`src/rtl/uart_pkg.sv`:
```
// uart_pkg: shared types and baud arithmetic for the UART receive path.
// Divisors are rounded to the nearest integer clock count per 16x tick.
package uart_pkg;

  typedef enum logic [2:0] {
    IDLE,
    START,
    DATA,
    STOP,
    BREAK
  } rx_state_t;

  localparam int unsigned OVERSAMPLE = 16;

  localparam int unsigned BAUD_9600   = 9600;
  localparam int unsigned BAUD_19200  = 19200;
  localparam int unsigned BAUD_57600  = 57600;
  localparam int unsigned BAUD_115200 = 115200;

  localparam int unsigned BAUD_RATE [4] = '{
    BAUD_9600,
    BAUD_19200,
    BAUD_57600,
    BAUD_115200
  };

  function automatic int unsigned baud_div(
    input int unsigned clk_freq,
    input int unsigned baud
  );
    int unsigned den;
    den = OVERSAMPLE * baud;
    return (clk_freq + den / 2) / den;
  endfunction

endpackage

```
`src/rtl/uart_rx_tick_gen.sv`:
```
// uart_rx_tick_gen: 16x oversampling enable for the receiver.
// Held at phase zero while clear is high so ticks align to the start edge.
module uart_rx_tick_gen
  import uart_pkg::*;
#(
  parameter int unsigned CLK_FREQ = 100_000_000,
  parameter int          CNT_W    = 16
) (
  input  logic       clk_in,
  input  logic       reset,
  input  logic [1:0] s_latched,
  input  logic       clear,
  output logic       tick16
);

  localparam logic [CNT_W-1:0] DIV0_M1 =
    CNT_W'(baud_div(CLK_FREQ, BAUD_RATE[0]) - 1);
  localparam logic [CNT_W-1:0] DIV1_M1 =
    CNT_W'(baud_div(CLK_FREQ, BAUD_RATE[1]) - 1);
  localparam logic [CNT_W-1:0] DIV2_M1 =
    CNT_W'(baud_div(CLK_FREQ, BAUD_RATE[2]) - 1);
  localparam logic [CNT_W-1:0] DIV3_M1 =
    CNT_W'(baud_div(CLK_FREQ, BAUD_RATE[3]) - 1);

  logic [CNT_W-1:0] cnt;
  logic [CNT_W-1:0] div_m1;
  logic             wrap;

  // terminal count for the latched baud rate
  always_comb begin
    div_m1 = DIV0_M1;
    unique case (s_latched)
      2'b00: div_m1 = DIV0_M1;
      2'b01: div_m1 = DIV1_M1;
      2'b10: div_m1 = DIV2_M1;
      2'b11: div_m1 = DIV3_M1;
      default: div_m1 = DIV0_M1;
    endcase
  end

  assign wrap   = (cnt >= div_m1);
  assign tick16 = wrap && !clear;

  // free-running divider, parked at zero while cleared
  always_ff @(posedge clk_in or posedge reset) begin
    if (reset) begin
      cnt <= '0;
    end else if (clear || wrap) begin
      cnt <= '0;
    end else begin
      cnt <= cnt + 1'b1;
    end
  end

endmodule

```
`src/rtl/uart_receiver_controller.sv`:
```
// uart_receiver_controller: 16x oversampled UART receive stage with a
// ready/ack byte handshake plus framing and overrun error pulses.
module uart_receiver_controller
  import uart_pkg::*;
#(
  parameter int unsigned CLK_FREQ  = 100_000_000,
  parameter int unsigned DATA_BITS = 8,
  parameter bit          MSB_FIRST = 1'b1
) (
  input  logic                 clk_in,
  input  logic                 reset,
  input  logic [1:0]           S,
  input  logic                 rx_in,
  input  logic                 rd_ack,
  output logic [DATA_BITS-1:0] data_out,
  output logic                 rx_ready,
  output logic                 frame_err,
  output logic                 overrun_err,
  output logic                 busy
);

  localparam int unsigned BC_W =
    (DATA_BITS > 1) ? $clog2(DATA_BITS) : 1;
  localparam logic [BC_W-1:0] LAST_BIT = BC_W'(DATA_BITS - 1);
  localparam logic [3:0] TICK_MID = 4'(OVERSAMPLE / 2 - 1);
  localparam logic [3:0] TICK_END = 4'(OVERSAMPLE - 1);

  rx_state_t state;
  rx_state_t state_nxt;

  logic                 sync1;
  logic                 rx_s;
  logic [1:0]           s_latched;
  logic                 tick16;
  logic                 tick_clr;
  logic [3:0]           tick_cnt;
  logic [BC_W-1:0]      bit_cnt;
  logic [DATA_BITS-1:0] shift_q;

  logic start_det;
  logic mid_start;
  logic mid_data;
  logic last_bit;
  logic mid_stop;
  logic stop_ok;
  logic stop_bad;

  // two-flop synchronizer; resets to the idle-high line level
  always_ff @(posedge clk_in or posedge reset) begin
    if (reset) begin
      sync1 <= 1'b1;
      rx_s  <= 1'b1;
    end else begin
      sync1 <= rx_in;
      rx_s  <= sync1;
    end
  end

  uart_rx_tick_gen #(
    .CLK_FREQ (CLK_FREQ)
  ) u_tick (
    .clk_in    (clk_in),
    .reset     (reset),
    .s_latched (s_latched),
    .clear     (tick_clr),
    .tick16    (tick16)
  );

  // state register
  always_ff @(posedge clk_in or posedge reset) begin
    if (reset) begin
      state <= IDLE;
    end else begin
      state <= state_nxt;
    end
  end

  // next-state decode
  always_comb begin
    state_nxt = state;
    unique case (state)
      IDLE: begin
        if (start_det) state_nxt = START;
      end
      START: begin
        if (mid_start) state_nxt = rx_s ? IDLE : DATA;
      end
      DATA: begin
        if (last_bit) state_nxt = STOP;
      end
      STOP: begin
        if (stop_ok) state_nxt = IDLE;
        else if (stop_bad) state_nxt = BREAK;
      end
      BREAK: begin
        if (rx_s) state_nxt = IDLE;
      end
      default: state_nxt = IDLE;
    endcase
  end

  // sample strobes and status outputs
  always_comb begin
    start_det = (state == IDLE) && !rx_s;
    mid_start = (state == START) && tick16 && (tick_cnt == TICK_MID);
    mid_data  = (state == DATA) && tick16 && (tick_cnt == TICK_END);
    last_bit  = mid_data && (bit_cnt == LAST_BIT);
    mid_stop  = (state == STOP) && tick16 && (tick_cnt == TICK_END);
    stop_ok   = mid_stop && rx_s;
    stop_bad  = mid_stop && !rx_s;
    tick_clr  = (state == IDLE);
    busy      = (state != IDLE);
  end

  // baud select is frozen for the whole frame at the start edge
  always_ff @(posedge clk_in or posedge reset) begin
    if (reset) begin
      s_latched <= 2'b00;
    end else if (start_det) begin
      s_latched <= S;
    end
  end

  // tick and bit counters within the frame
  always_ff @(posedge clk_in or posedge reset) begin
    if (reset) begin
      tick_cnt <= '0;
      bit_cnt  <= '0;
    end else begin
      if (state == IDLE || mid_start) begin
        tick_cnt <= '0;
      end else if (tick16) begin
        tick_cnt <= tick_cnt + 1'b1;
      end
      if (mid_start) begin
        bit_cnt <= '0;
      end else if (mid_data) begin
        bit_cnt <= bit_cnt + 1'b1;
      end
    end
  end

  // mid-bit shift register
  always_ff @(posedge clk_in or posedge reset) begin
    if (reset) begin
      shift_q <= '0;
    end else if (mid_data) begin
      if (MSB_FIRST) begin
        shift_q <= {shift_q[DATA_BITS-2:0], rx_s};
      end else begin
        shift_q <= {rx_s, shift_q[DATA_BITS-1:1]};
      end
    end
  end

  // board-side byte handshake and error pulses
  always_ff @(posedge clk_in or posedge reset) begin
    if (reset) begin
      data_out    <= '0;
      rx_ready    <= 1'b0;
      frame_err   <= 1'b0;
      overrun_err <= 1'b0;
    end else begin
      frame_err   <= stop_bad;
      overrun_err <= stop_ok && rx_ready && !rd_ack;
      if (stop_ok) begin
        data_out <= shift_q;
        rx_ready <= 1'b1;
      end else if (rd_ack) begin
        rx_ready <= 1'b0;
      end
    end
  end

endmodule

```
`config.mk`:
```
export PLATFORM = sky130hd
export DESIGN_NAME = uart_receiver_controller
export DESIGN_NICKNAME = d
export VERILOG_FILES = /design/src/rtl/uart_pkg.sv /design/src/rtl/uart_rx_tick_gen.sv /design/src/rtl/uart_receiver_controller.sv
export SDC_FILE = /design/constraint.sdc
export NUM_CORES = 1
export LEC_CHECK = 0
export ABC_AREA = 1
export ABC_CLOCK_PERIOD_IN_PS = 4800
export BUFFER_PORTS_ARGS = -buffer_cell sky130_fd_sc_hd__clkbuf_2
export CORE_MARGIN = 2
export CORE_UTILIZATION = 40
export CTS_BUF_LIST = sky130_fd_sc_hd__clkbuf_2 sky130_fd_sc_hd__clkbuf_4 sky130_fd_sc_hd__clkbuf_8
export DETAILED_ROUTE_END_ITERATION = 10
export GPL_ROUTABILITY_DRIVEN = 0
export HOLD_SLACK_MARGIN = 0.1
export SYNTH_ARGS = -nofsm -noshare
export SYNTH_HDL_FRONTEND = slang
export SYNTH_SLANG_ARGS = --single-unit
```
`constraint.sdc`:
```
create_clock -name clk_in -period 4.8 [get_ports clk_in]
set_input_delay 0.24 -clock clk_in [delete_from_list [all_inputs] [get_ports clk_in]]
set_output_delay 0.24 -clock clk_in [all_outputs]
set_load 0.01 [all_outputs]
```
* After elaboration in Yosys (flattened, before gate mapping) *
Cells that the tools add are included.

operators by class
  order comparisons = 1
  equal/unequal tests = 15
  $add $sub $neg = 3
  multiplexer cells = 16
  reduce and logical (&&, ||, !) cells = 25

operators by type and width
  cell                                                                    number
  16-bit one-hot mux with 4 select lines                                  1
  3-bit two-way mux                                                       8
  16-bit by 1-bit adder with 16-bit output (second input constant)        1
  16-bit >= comparator                                                    1
  16-bit two-way mux                                                      1
  3-bit one-hot mux with 5 select lines                                   1
  1-bit logical AND                                                       13
  4-bit two-way mux                                                       2
  2-bit != test (second input constant)                                   4
  3-bit by 2-bit equality test with 1-bit output (second input constant)  2
  3-bit equality test (second input constant)                             2
  2-bit nonzero test                                                      3
  5-bit AND reduction                                                     1
  4-bit by 1-bit adder with 4-bit output (second input constant)          1
  2-bit equality test (second input constant)                             2
  4-bit by 3-bit equality test with 1-bit output (second input constant)  1
  4-bit equality test (second input constant)                             1
  3-bit by 1-bit adder with 3-bit output (second input constant)          1
  3-bit by 1-bit equality test with 1-bit output (second input constant)  1
  1-bit zero test                                                         3
  3-bit zero test                                                         1
  3-bit != test (second input constant)                                   1
  3-bit nonzero test                                                      1
  2-bit by 1-bit equality test with 1-bit output (second input constant)  1
  other kinds (4)                                                         6

storage, ports and cells
  input port bits = 6
  bits in registers = 49
  logic and storage cells = 72

* Logic depth before layout (Yosys ltp) *
  depth after elaboration = 10
  mapped depth = 18

* By module *
A second synthesis with hierarchy kept.

second synthesis, totals
  cell total of the unflattened synthesis = 280
  area total of the unflattened synthesis = 2517.4 µm²

modules (own cells, without submodules)
  module                    instances  cells each  area an instance (µm²)
  uart_receiver_controller  1          159         1448.9
  uart_rx_tick_gen          1          121         1068.5

* Least setup slack after synthesis *
No wires, ideal clock.

  path type = reg2reg
  start = register s_latched[0]
  end = register u_tick.cnt[6]
  cell stages (with the launch flop) = 14
  setup time = 0.087 ns
  path buffers = 1
  data required time = 4.713 ns
  arrival time = 1.973 ns
  slack = 2.740 ns
  period minus slack after synthesis = 2.060 ns
  cells stage by stage = dfrtp_1 -> inv_1 -> ha_1 -> inv_1 -> ha_1 -> a21o_1 -> nor2_1 -> nand2_1 -> nand2_1 -> nand2_2 -> nor2_2 -> inv_2 -> buf_6 -> a211oi_2

between the ends
  word-level cells in the longest chain between the ends = 5
  elaborated cells between the ends (all ways) = 8

ends and longest elaborated chain
  what                                         line                             text
  start: declaration                           uart_receiver_controller.sv:33   logic [1:0] s_latched;
  start signal: assignment                     uart_receiver_controller.sv:118  s_latched <= 2'b00;
  start signal: assignment                     uart_receiver_controller.sv:120  s_latched <= S;
  2-bit equality test (tied with other cells)  uart_rx_tick_gen.sv:32           unique case (s_latched)
  16-bit one-hot mux with 4 select lines *     uart_rx_tick_gen.sv:32
  16-bit >= comparator *                       uart_rx_tick_gen.sv:41           assign wrap = (cnt >= div_m1);
  1-bit logical OR *                           uart_rx_tick_gen.sv:48           end else if (clear || wrap) begin
  16-bit two-way mux *                         uart_rx_tick_gen.sv:48
  end signal: assignment                       uart_rx_tick_gen.sv:51           cnt <= cnt + 1'b1;
  end: declaration                             uart_rx_tick_gen.sv:25           logic [CNT_W-1:0] cnt;

Every way passes the cells marked *; elsewhere a longest branch is shown, timed or not. The select of a mux whose other input is x is not followed.
A chain may end at the register's enable or synchronous reset.

* Final worst setup path *
  start = register s_latched[0]
  end = register bit_cnt[2]

between the ends
  word-level cells in the longest chain between the ends = 7
  elaborated cells between the ends (all ways) = 13

ends and longest elaborated chain
  what                                                     line                                                              text
  2-bit equality test (tied with other cells)              uart_rx_tick_gen.sv:32
  16-bit one-hot mux with 4 select lines *                 uart_rx_tick_gen.sv:32
  16-bit >= comparator *                                   uart_rx_tick_gen.sv:41
  1-bit logical AND *                                      uart_rx_tick_gen.sv:42                                            assign tick16 = wrap && !clear;
  1-bit logical AND (on tied branches) (2 in series)       uart_receiver_controller.sv:105, uart_receiver_controller.sv:106
  3-bit two-way mux or 2-bit nonzero test (tied branches)  -
  end signal: assignment                                   uart_receiver_controller.sv:138                                   bit_cnt <= bit_cnt + 1'b1;
  end: declaration                                         uart_receiver_controller.sv:37                                    logic [BC_W-1:0] bit_cnt;

Marks and branches as above.

==> impl_metrics.json <==
{
  "vias_per_cell": 4.55,
  "avgSynthCellArea_um2": 8.97,
  "async_flop_share_pct": 100,
  "areaGrowthSynthToFinish_pct": 11.7,
  "ys_warn_count": 0,
  "io_pins": 18,
  "cts_buffer_depth": 2,
  "drc": 0,
  "crit_chain": "inv_1 -> ha_1 -> inv_1 -> ha_1 -> a21oi_1 -> nand2_1 -> nor2_1 -> nand2_1 -> inv_2 -> nand2_2 -> nand2_1 -> inv_1 -> nand2_1 -> nand2_1",
  "required_ns": 5.00,
  "hpwl_mm": 3.00,
  "start_kind": "register",
  "relSlewSlack_pct": 32.6,
  "crit_type": "register to register",
  "grt_max_degree": 50,
  "cts-buffers-inserted": 5,
  "synthFlopType": "dfrtp_1",
  "ant_nets": 0,
  "wl_mm": 4.14,
  "path_common_cell": "nand2_1",
  "ys_ff_latch": 49,
  "ir_drop_uv": 219,
  "ys_top_cells_by_area": "dfrtp_1 (47%), ha_1 (9.0%), nand2_1 (9.0%)",
  "dr.first_iter.drc_count": 62,
  "grt_use_met2_pct": 21.9,
  "die_h_um": 83.0,
  "io_buffers": 17,
  "synthesis.area_um2": 2490,
  "synth_cells": 278,
  "busiest_layer": "met2",
  "track_usage_pct": 13.6,
  "antenna_found_initial": 0,
  "seq_area_frac_synth_pct": 49.2,
  "wl_per_cell_um": 10.9,
  "clkSinkCount": 49,
  "worst_pin_slew_ns": 1.01,
  "drv_slew": 0,
  "hold_path.class": "input pin to asynchronous set/reset pin",
  "fp.coreArea_um2": 5990,
  "fmax_ghz": 0.387,
  "power.total_w": 0.00110,
  "synthTopCellsByCount": "nand2_1 (60), dfrtp_1 (47), inv_1 (40)",
  "clock_skew_ns": 0.00781,
  "arrival_ns": 2.79,
  "root_buffer": "clkbuf_8",
  "cts_tree": "built",
  "dr_total_vias": 1724,
  "dp.cells": 369,
  "gr-total-overflow": 0,
  "critical_path.max_fanout": 21,
  "grt_pass1_vias": 1729,
  "maxCapViolations": 0,
  "synth_top_area_share_pct": 47.1,
  "slowest_stage": "nand2_1",
  "status": "finished, final reports clean",
  "nFillCells": 591,
  "cp_slowest_stage_delay_ns": 0.45,
  "fin_crit_ns": 2.58,
  "tns_ns": 0,
  "synthDistinctLibCells": 29,
  "synthDominantAreaCellType": "dfrtp_1",
  "timing.final.crit_share_pct": 53.8,
  "die_w_um": 83.0,
  "clkTransAtPathRegs_ns": 0.10,
  "start_util_pct": 41.6,
  "use_met3_pct": 3.18,
  "yosysMostFrequentCell": "nand2_1",
  "hold_violations": 0,
  "powerDensity_nw_per_um2": 395,
  "grt_pass1_wl_mm": 7.71,
  "diodes": 0,
  "nNetsFinal": 327,
  "firstDrtPassIters": 4,
  "rows": 28,
  "drive_gt1_share_pct": 18.4,
  "use_met1_pct": 17.9,
  "synth-edff-count": 0,
  "leakage_nw": 1.41,
  "rsz0062_at_grt": "false",
  "hold_buffers": 2,
  "cp-end-kind": "register",
  "dieArea_um2": 6880,
  "cp.buffers_inverters": 4,
  "cts_resized": 0,
  "fin_cells": 379,
  "setup_viol": 0,
  "postCtsSetupBuffers": 0,
  "htree_levels": 2,
  "clk_latency_ns": 0.30,
  "holdWs_ns": 0.152,
  "crit_family": "simple AND/OR/NAND/NOR gates"
}
==> cell families (layout without fill, tap and decap cells) <==
group           Yosys count  count (layout)  synth area share, %
flops                    49              49                 49.2
other cells               1               5                0.150
simple gates            122             122                 22.7
xor+xnor                  3               3                 1.05
fa+ha+maj                18              18                 9.03
buf+inv                  47              69                 7.82
compound gates           38              38                 9.98
==> final cells by class <==
cell class / instances / area (um2) / share of cell area [%]
Multi-Input combinational cell: 186 / 1090 / 39.0
Inverter: 42 / 158 / 5.66
Timing Repair Buffer: 19 / 105 / 3.77
Tap cell: 75 / 93.8 / 3.37
Clock inverter: 3 / 46.3 / 1.66
Clock buffer: 5 / 68.8 / 2.47
Sequential cell: 49 / 1230 / 44.1
==> sequential cells by signal, summed over array words and instances, names as in the netlist <==
signal and flops:
state 3, frame_err 1, rx_s 1, bit_cnt 3, u_tick.cnt 16, tick_cnt 4
rx_ready 1, shift_q 8, data_out 8, sync1 1, s_latched 2, overrun_err 1
==> worst reg2reg max path, delay by kind of cell, from the launching register on <==
kind | cells | cell delay, ns
AO/OA/AOI/OAI | 1 | 0.15
flip-flops | 1 | 0.44
adder cells (fa/ha/maj) | 2 | 0.50
AND/OR/NAND/NOR | 7 | 0.96
buffers and inverters | 4 | 0.44
==> routing by layer <==
layer  wire [um]  vias up  share of wire (%)
met3         109        7                2.6
met5           0        -                  0
met1        2100      782                 51
met2        1870       13                 45
met4          71        0                1.7
li1            -      922                  -
==> report_power, final <==
group | total, W | switching, W | leakage, nW | internal (W)
logic | 0.000307 | 0.000193 | 0.706 | 0.000114
clock network | 0.000299 | 0.000143 | 0.0543 | 0.000156
registers | 0.000495 | 0.0000349 | 0.646 | 0.000460
total | 0.00110 | 0.000371 | 1.41 | 0.000730
==> metrics by stage <==
stage / setup slack [ns] / utilization [%] / instance area, um2
floorplan: 2.74 / - / 2510
global placement: 2.32 / 44.3 / 2650
detailed placement: 2.23 / 44.3 / 2650
CTS: 2.22 / 46.5 / 2790
global route: 1.95 / 46.5 / 2790
finish: 2.22 / 46.5 / 2790
==> final timing paths <==
path                       cells past startpoint          from           end  slack [ns]
min in group clk_in                            3          S[1]  s_latched[1]        0.19
max in group asynchronous                      2         reset   data_out[3]        4.02
min                                            2         reset   data_out[7]        0.15
max reg2reg                                   14  s_latched[0]    bit_cnt[2]        2.22
min reg2reg                                    0         sync1          rx_s        0.36
max                                           14  s_latched[0]    bit_cnt[2]        2.22
==> placed cells by master, fill, tap and decap left out, drive strengths merged <==
cell type,synthesis,layout
nand2,63,63
dfrtp,47,47
inv,42,42
nor2,34,34
clkbuf,0,22
o21ai,22,22
ha,18,18
nand3,14,14
a21oi,12,12
nor3,7,7
conb,1,5
xor2,3,3
a21o,2,2
nand4,2,2
dlygate4sd3,0,2
dfstp,2,2
nor4,1,1
and3,1,1
a31oi,1,1
a211oi,1,1
clkinv,0,1
bufinv,0,1
clkinvlp,0,1
No activity file was read; power rests on OpenSTA's default activity.
